File: config.mk
export PLATFORM = sky130hd
export DESIGN_NAME = adc_trigger_capture
export DESIGN_NICKNAME = d
export VERILOG_FILES = /design/src/rtl/adc_trigger_capture.sv
export SDC_FILE = /design/constraint.sdc
export NUM_CORES = 2
export LEC_CHECK = 0
export ABC_AREA = 0
export BUFFER_PORTS_ARGS = -buffer_cell sky130_fd_sc_hd__clkbuf_2
export CAP_MARGIN = 30
export CELL_PAD_IN_SITES_DETAIL_PLACEMENT = 1
export CELL_PAD_IN_SITES_GLOBAL_PLACEMENT = 1
export CORE_MARGIN = 3
export CORE_UTILIZATION = 35
export DETAILED_ROUTE_END_ITERATION = 16
export PLACE_DENSITY_LB_ADDON = 0.1
export SLEW_MARGIN = 0
export SYNTH_ARGS = -nofsm -noshare
export SYNTH_HDL_FRONTEND = slang
export SYNTH_SLANG_ARGS = --single-unit
File: constraint.sdc
create_clock -name iCLK -period 3.6 [get_ports iCLK]
set_clock_uncertainty 0.1 [all_clocks]
set_input_delay 0.36 -clock iCLK [delete_from_list [all_inputs] [get_ports iCLK]]
set_output_delay 0.36 -clock iCLK [all_outputs]
set_load 0.02 [all_outputs]
File: src/rtl/adc_trigger_capture.sv
`timescale 1ns/1ps
// -----------------------------------------------------------------------------
// adc_trigger_capture
//
// Trigger/capture stage behind the ADC sampling block. Once armed, it records
// the 8-bit sample stream into a circular block-RAM buffer. On a level-crossing
// trigger (or a forced trigger) it keeps PRETRIG pre-trigger samples and fills
// the rest of the buffer with post-trigger samples. It then freezes the buffer
// and plays it back oldest first through a request/valid read port.
//
// Parameters
//   DEPTH_LOG2    buffer depth is 2**DEPTH_LOG2 samples
//   PRETRIG       pre-trigger samples kept (1 .. 2**DEPTH_LOG2-1)
//
// Ports
//   iCLK          system clock, rising edge
//   iRST_N        asynchronous active-low reset
//   iSample       unsigned ADC sample
//   iSampleValid  iSample is a new sample this cycle
//   iArm          pulse: start acquisition (IDLE, or DONE to discard buffer)
//   iLevel        trigger threshold, unsigned
//   iFalling      0 = rising-edge trigger, 1 = falling-edge trigger
//   iForce        pulse: force a trigger on the next valid sample (WAIT_TRIG)
//   oArmed        high in PRE and WAIT_TRIG
//   oTriggered    high in POST
//   oDone         high in DONE and READ (buffer frozen, readable)
//   iRdReq        request next sample
//   oRdData       read sample (one cycle after the request)
//   oRdValid      oRdData valid this cycle
//   oRdLast       with oRdValid, marks the final sample of the buffer
// -----------------------------------------------------------------------------
module adc_trigger_capture #(
  parameter int DEPTH_LOG2 = 9,
  parameter int PRETRIG    = 128
) (
  input  logic       iCLK,
  input  logic       iRST_N,
  input  logic [7:0] iSample,
  input  logic       iSampleValid,
  input  logic       iArm,
  input  logic [7:0] iLevel,
  input  logic       iFalling,
  input  logic       iForce,
  output logic       oArmed,
  output logic       oTriggered,
  output logic       oDone,
  input  logic       iRdReq,
  output logic [7:0] oRdData,
  output logic       oRdValid,
  output logic       oRdLast
);

  localparam int DEPTH    = 1 << DEPTH_LOG2;
  localparam int POST_LEN = DEPTH - PRETRIG;   // includes the trigger sample

  localparam logic [DEPTH_LOG2-1:0] PRE_LAST  = DEPTH_LOG2'(PRETRIG - 1);
  localparam logic [DEPTH_LOG2-1:0] POST_LAST = DEPTH_LOG2'(POST_LEN - 1);
  localparam logic [DEPTH_LOG2-1:0] RD_LAST   = DEPTH_LOG2'(DEPTH - 1);
  localparam logic [DEPTH_LOG2-1:0] PRE_OFS   = DEPTH_LOG2'(PRETRIG);
  localparam logic [DEPTH_LOG2-1:0] PTR_ONE   = DEPTH_LOG2'(1);
  // With PRETRIG = DEPTH-1 the trigger sample alone completes the buffer.
  localparam bit                    POST_ONE  = (POST_LEN == 1);

  typedef enum logic [2:0] {
    S_IDLE,
    S_PRE,
    S_WAIT_TRIG,
    S_POST,
    S_DONE,
    S_READ
  } state_t;

  state_t r_state;
  state_t w_next;

  logic [DEPTH_LOG2-1:0] r_wr_ptr;
  logic [DEPTH_LOG2-1:0] r_pre_cnt;
  logic [DEPTH_LOG2-1:0] r_post_cnt;
  logic [DEPTH_LOG2-1:0] r_trig_addr;
  logic [DEPTH_LOG2-1:0] r_rd_cnt;
  logic [7:0]            r_prev;
  logic                  r_prev_ok;     // r_prev holds a sample from this acquisition
  logic                  r_force_pend;  // iForce seen, waiting for a valid sample
  logic [7:0]            r_rd_data;
  logic                  r_rd_valid;
  logic                  r_rd_last;
  logic                  r_armed;
  logic                  r_triggered;
  logic                  r_done;

  // NOTE: the sample buffer has no reset; its contents are meaningless until
  // rewritten by an acquisition, and a reset would stop it mapping to block RAM.
  logic [7:0] r_mem [DEPTH];

  logic                  w_wr_en;
  logic                  w_arm_ok;
  logic                  w_rd_issue;
  logic                  w_rd_final;
  logic                  w_cross;
  logic                  w_trig;
  logic [DEPTH_LOG2-1:0] w_rd_addr;

  // ---------------------------------------------------------------------------
  // Control decode
  // ---------------------------------------------------------------------------
  assign w_wr_en  = iSampleValid &&
                    (r_state == S_PRE || r_state == S_WAIT_TRIG || r_state == S_POST);

  // Arm restarts only from IDLE or an untouched frozen buffer (DONE).
  assign w_arm_ok = iArm && (r_state == S_IDLE || r_state == S_DONE);

  // Arm in DONE takes priority over a simultaneous read request.
  assign w_rd_issue = iRdReq && !w_arm_ok &&
                      (r_state == S_DONE || r_state == S_READ);
  assign w_rd_final = w_rd_issue && (r_rd_cnt == RD_LAST);

  // Oldest sample sits PRETRIG slots before the trigger sample.
  assign w_rd_addr = r_trig_addr - PRE_OFS + r_rd_cnt;

  assign w_cross = iFalling ? (r_prev >= iLevel && iSample <  iLevel)
                            : (r_prev <  iLevel && iSample >= iLevel);

  assign w_trig = (r_state == S_WAIT_TRIG) && iSampleValid &&
                  ((r_prev_ok && w_cross) || r_force_pend || iForce);

  // ---------------------------------------------------------------------------
  // FSM: state register
  // ---------------------------------------------------------------------------
  always_ff @(posedge iCLK or negedge iRST_N) begin
    if (!iRST_N) begin
      r_state <= S_IDLE;
    end else begin
      r_state <= w_next;
    end
  end

  // ---------------------------------------------------------------------------
  // FSM: next state
  // ---------------------------------------------------------------------------
  always_comb begin
    // NOTE: default assigned first so every path drives w_next and no latch
    // is inferred.
    w_next = r_state;
    unique case (r_state)
      S_IDLE: begin
        if (w_arm_ok) w_next = S_PRE;
      end
      S_PRE: begin
        if (w_wr_en && r_pre_cnt == PRE_LAST) w_next = S_WAIT_TRIG;
      end
      S_WAIT_TRIG: begin
        if (w_trig) w_next = POST_ONE ? S_DONE : S_POST;
      end
      S_POST: begin
        if (w_wr_en && r_post_cnt == POST_LAST) w_next = S_DONE;
      end
      S_DONE: begin
        if (w_arm_ok)        w_next = S_PRE;
        else if (w_rd_issue) w_next = w_rd_final ? S_IDLE : S_READ;
      end
      S_READ: begin
        if (w_rd_final) w_next = S_IDLE;
      end
      default: w_next = S_IDLE;
    endcase
  end

  // ---------------------------------------------------------------------------
  // Write side: pointers, counters, trigger bookkeeping
  // ---------------------------------------------------------------------------
  // NOTE: sequential state is updated with non-blocking assignments so every
  // register samples pre-edge values regardless of statement order.
  always_ff @(posedge iCLK or negedge iRST_N) begin
    if (!iRST_N) begin
      r_wr_ptr     <= '0;
      r_pre_cnt    <= '0;
      r_post_cnt   <= '0;
      r_trig_addr  <= '0;
      r_prev       <= '0;
      r_prev_ok    <= 1'b0;
      r_force_pend <= 1'b0;
    end else if (w_arm_ok) begin
      r_wr_ptr     <= '0;
      r_pre_cnt    <= '0;
      r_prev_ok    <= 1'b0;
      r_force_pend <= 1'b0;
    end else begin
      if (w_wr_en) begin
        r_wr_ptr <= r_wr_ptr + PTR_ONE;
      end
      if (w_wr_en && (r_state == S_PRE || r_state == S_WAIT_TRIG)) begin
        r_prev    <= iSample;
        r_prev_ok <= 1'b1;
      end
      if (w_wr_en && r_state == S_PRE) begin
        r_pre_cnt <= r_pre_cnt + PTR_ONE;
      end
      if (r_state == S_WAIT_TRIG) begin
        if (w_trig) begin
          r_trig_addr  <= r_wr_ptr;
          r_post_cnt   <= PTR_ONE;
          r_force_pend <= 1'b0;
        end else if (iForce) begin
          r_force_pend <= 1'b1;
        end
      end
      if (w_wr_en && r_state == S_POST) begin
        r_post_cnt <= r_post_cnt + PTR_ONE;
      end
    end
  end

  // Sample buffer write port.
  always_ff @(posedge iCLK) begin
    if (w_wr_en) begin
      r_mem[r_wr_ptr] <= iSample;
    end
  end

  // ---------------------------------------------------------------------------
  // Read side
  // ---------------------------------------------------------------------------
  always_ff @(posedge iCLK or negedge iRST_N) begin
    if (!iRST_N) begin
      r_rd_cnt   <= '0;
      r_rd_data  <= '0;
      r_rd_valid <= 1'b0;
      r_rd_last  <= 1'b0;
    end else begin
      r_rd_valid <= w_rd_issue;
      r_rd_last  <= w_rd_final;
      if (w_rd_issue) begin
        r_rd_data <= r_mem[w_rd_addr];
        r_rd_cnt  <= r_rd_cnt + PTR_ONE;
      end else if (w_next == S_DONE && r_state != S_DONE) begin
        r_rd_cnt <= '0;
      end
    end
  end

  // ---------------------------------------------------------------------------
  // Registered status outputs, decoded from the next state
  // ---------------------------------------------------------------------------
  always_ff @(posedge iCLK or negedge iRST_N) begin
    if (!iRST_N) begin
      r_armed     <= 1'b0;
      r_triggered <= 1'b0;
      r_done      <= 1'b0;
    end else begin
      r_armed     <= (w_next == S_PRE)  || (w_next == S_WAIT_TRIG);
      r_triggered <= (w_next == S_POST);
      r_done      <= (w_next == S_DONE) || (w_next == S_READ);
    end
  end

  assign oArmed     = r_armed;
  assign oTriggered = r_triggered;
  assign oDone      = r_done;
  assign oRdData    = r_rd_data;
  assign oRdValid   = r_rd_valid;
  assign oRdLast    = r_rd_last;

endmodule
==> results.ini <==
[synth]
synth_ff_type = edfxtp_1
netlist_instances = 7728
async_flop_share = 0.01704
ys_ff_latch = 4167
syn-num-nets = 7791
netlist_area_mm2 = 0.1629
synth_edf_count = 4096
avgSynthCellArea_um2 = 21.08
yosysWarnings = 0
synthDistinctLibCells = 74
ys_seq_area_frac = 0.7659

[status]
violations = negative setup slack
outcome = complete, but fails checks

[finish]
final_common_cell = edfxtp_1
mostFrequentLayoutCells = 4096 x edfxtp_1, 1197 x buf_4, 1072 x mux4_2
fin_util = 0.4292
fill_cells = 43164
multiInputGateArea_mm2 = 0.03652
drive_gt1_frac = 0.3516
seq_area_mm2 = 0.1248
nNetsFinal = 9288
syn_to_final_growth_pct = 21.66

[clock_network]
clockRootBuffer = clkbuf_16
clock_sinks = 4167
path_clk_slew_ns = 0.06
cts_buffer_depth = 4
numCtsBuffers = 453
cts_max_level = 5
clk_latency_ns = 1.01
cts_tree = done

[global_route]
grt_pass1_vias = 89280
grt.total_usage = 0.2189
grt_max_degree = 187
antenna_found_initial = 39
gr-usage-met2 = 0.3505
top_usage_layer = met2
grt_util_met3 = 0.03053
use_met1 = 0.3177
grt_remaining_overflow = 0
grt_pass1_wl_mm = 730.6

[detailed_routing]
vias_per_cell = 5.371
drt_iter0_markers = 8472
wl_per_cell_um = 33.05
dr.pass1.iters = 5
drc = 0
routed_wl_mm = 521.5
drtAntennaViolNets = 0
vias = 84747

[setup_path]
arrival_ns = 5.08
rr_endpoint = oRdData[7]$_DFFE_PN0P_
worstRegToRegCells = 17
ff2ff_setup_slack_ns = -0.71
worstSetupStartpointType = register
path_class = register to register
end_kind = register
crit_required_ns = 4.37
cp_max_fo = 7
r2r-start = r_trig_addr[1]$_DFFE_PN0P_

[die]
fp.dieH_um = 688.2
start_util = 0.3528
die_x_um = 688.2
die_area_mm2 = 0.4737
core_area_mm2 = 0.4617
rows = 249
io_pins = 36

[place]
pre_cts_slack_ns = -1.469
hpwlAfterDp_mm = 338.5
gp_congestion = 0.8460
io_buffers = 35

[power_and_ir_drop]
p_per_area_mw_per_mm2 = 517.5
power.total_mw = 102.6
p_leak_nw = 63.67
vdd_drop_max_uv = 425.8

[sta]
period_needed_ns = 4.305
fmax_mhz = 232.3
finalCritPeriodShare = 1.196
drv_slew = 0
rsz0062_at_grt = true
finalSetupTns_ns = -4.461
relSlewSlack = 0.04151
setup_viol = 8
worstMarginPinSlew_ns = 1.438
fin_ws_ns = -0.7053
hold_viol = 0
hold_slack_ns = 0.1332

[hold_path]
hold_depth = 2
min_to = r_mem[440][3]$_DFFE_PP_
holdCritStartpoint = iSample[3]
hold_class = input port to register

[job]
cap_viol_max_count = 0

==> per-layer routing <==
layer,wire length [µm],vias to the layer above,part of all wire
met4,13240,0,0.025
met2,246100,2336,0.47
met3,27620,641,0.053
li1,-,35148,-
met5,0,-,0
met1,234500,46622,0.45
==> synthesized netlist by cell type (66+ instances only) <==
master / count / area share
nand3_1: 126 / 0.0039
mux4_2: 1072 / 0.15
a21oi_1: 66 / 0.0020
dfrtp_1: 71 / 0.011
nor2_1: 584 / 0.013
buf_4: 82 / 0.0038
nand2_1: 418 / 0.0096
mux2i_1: 160 / 0.0098
nor3_1: 69 / 0.0021
edfxtp_1: 4096 / 0.76
clkbuf_1: 197 / 0.0045
a22oi_1: 69 / 0.0032
buf_2: 91 / 0.0028
==> critical path: stages, from the launching register on <==
cell	delay, ns
dfrtp_1	0.42
ha_4	0.26
ha_4	0.16
inv_2	0.06
fa_4	0.67
buf_12	0.19
buf_12	0.12
buf_16	0.14
a21oi_4	0.15
buf_12	0.19
buf_4	0.16
a32oi_1	0.13
o211ai_1	0.27
nand4_1	0.39
buf_4	0.26
nor4_2	0.24
buf_4	0.21
a311oi_1	0.06
==> registers in the layout (all words and copies together) (netlist names), 3 cells and up <==
name,cells
r_mem,4096
r_post_cnt,9
r_pre_cnt,9
r_rd_cnt,9
r_trig_addr,9
r_wr_ptr,9
oRdData,8
r_prev,8
r_state,3
==> repair_timing <==
action,CTS,global route
hold buffers,18,0
cloned,7,0
pin swaps,37,43
setup buffers,68,11
resized for setup,143,94
hold endpoints to repair,540,0
setup endpoints to repair,8,8
==> where the power goes <==
| part | switching, mW | internal [mW] | leakage (nW) | total, mW |
|---|---|---|---|---|
| logic | 2.21 | 0.529 | 18.8 | 2.74 |
| clock network | 19.6 | 26.6 | 7.15 | 46.2 |
| registers | 0.120 | 53.5 | 37.7 | 53.6 |
==> layout make-up <==
type	count	share of cell area
clock inverters	295	0.01390
inverters	23	0.0005177
multi-input cells	3078	0.1843
clock buffers	552	0.06008
repair buffers	1502	0.07267
well taps	6149	0.03882
diodes	12	0.0001515
flip-flops and latches	4167	0.6296
==> stage by stage <==
step	cells	instance area [µm²]
2_1_floorplan	7728	162900
3_3_place_gp	14817	181000
3_5_place_dp	14820	181100
4_1_cts	15755	197500
5_1_grt	15768	198200
6_report	15778	198200
==> worst max path at each step <==
stage | from | slack (ns) | end
after global routing | r_rd_cnt[1]$_DFFE_PN0P_ | -0.74 | oRdData[4]$_DFFE_PN0P_
final | r_trig_addr[1]$_DFFE_PN0P_ | -0.71 | oRdData[7]$_DFFE_PN0P_
after floorplan | r_rd_cnt[1]$_DFFE_PN0P_ | 0.01 | oRdData[1]$_DFFE_PN0P_
after CTS | r_rd_cnt[1]$_DFFE_PN0P_ | -0.74 | oRdData[4]$_DFFE_PN0P_
after detailed placement | r_rd_cnt[1]$_DFFE_PN0P_ | -1.47 | oRdData[1]$_DFFE_PN0P_
after global placement | r_rd_cnt[1]$_DFFE_PN0P_ | -1.50 | oRdData[1]$_DFFE_PN0P_
==> cells by family (layout without fill, tap and decap cells) <==
logic type | after synthesis | in the layout | share of synthesized area
flops | 4167 | 4167 | 0.7659
simple gates | 1328 | 1328 | 0.03434
mux | 1250 | 1250 | 0.1593
buf+inv | 483 | 2372 | 0.01718
compound gates | 434 | 434 | 0.01855
fa+ha+maj | 40 | 40 | 0.003118
xor+xnor | 26 | 26 | 0.001605
other cells | 0 | 12 | 0
Power figures use the tool's default switching activity.
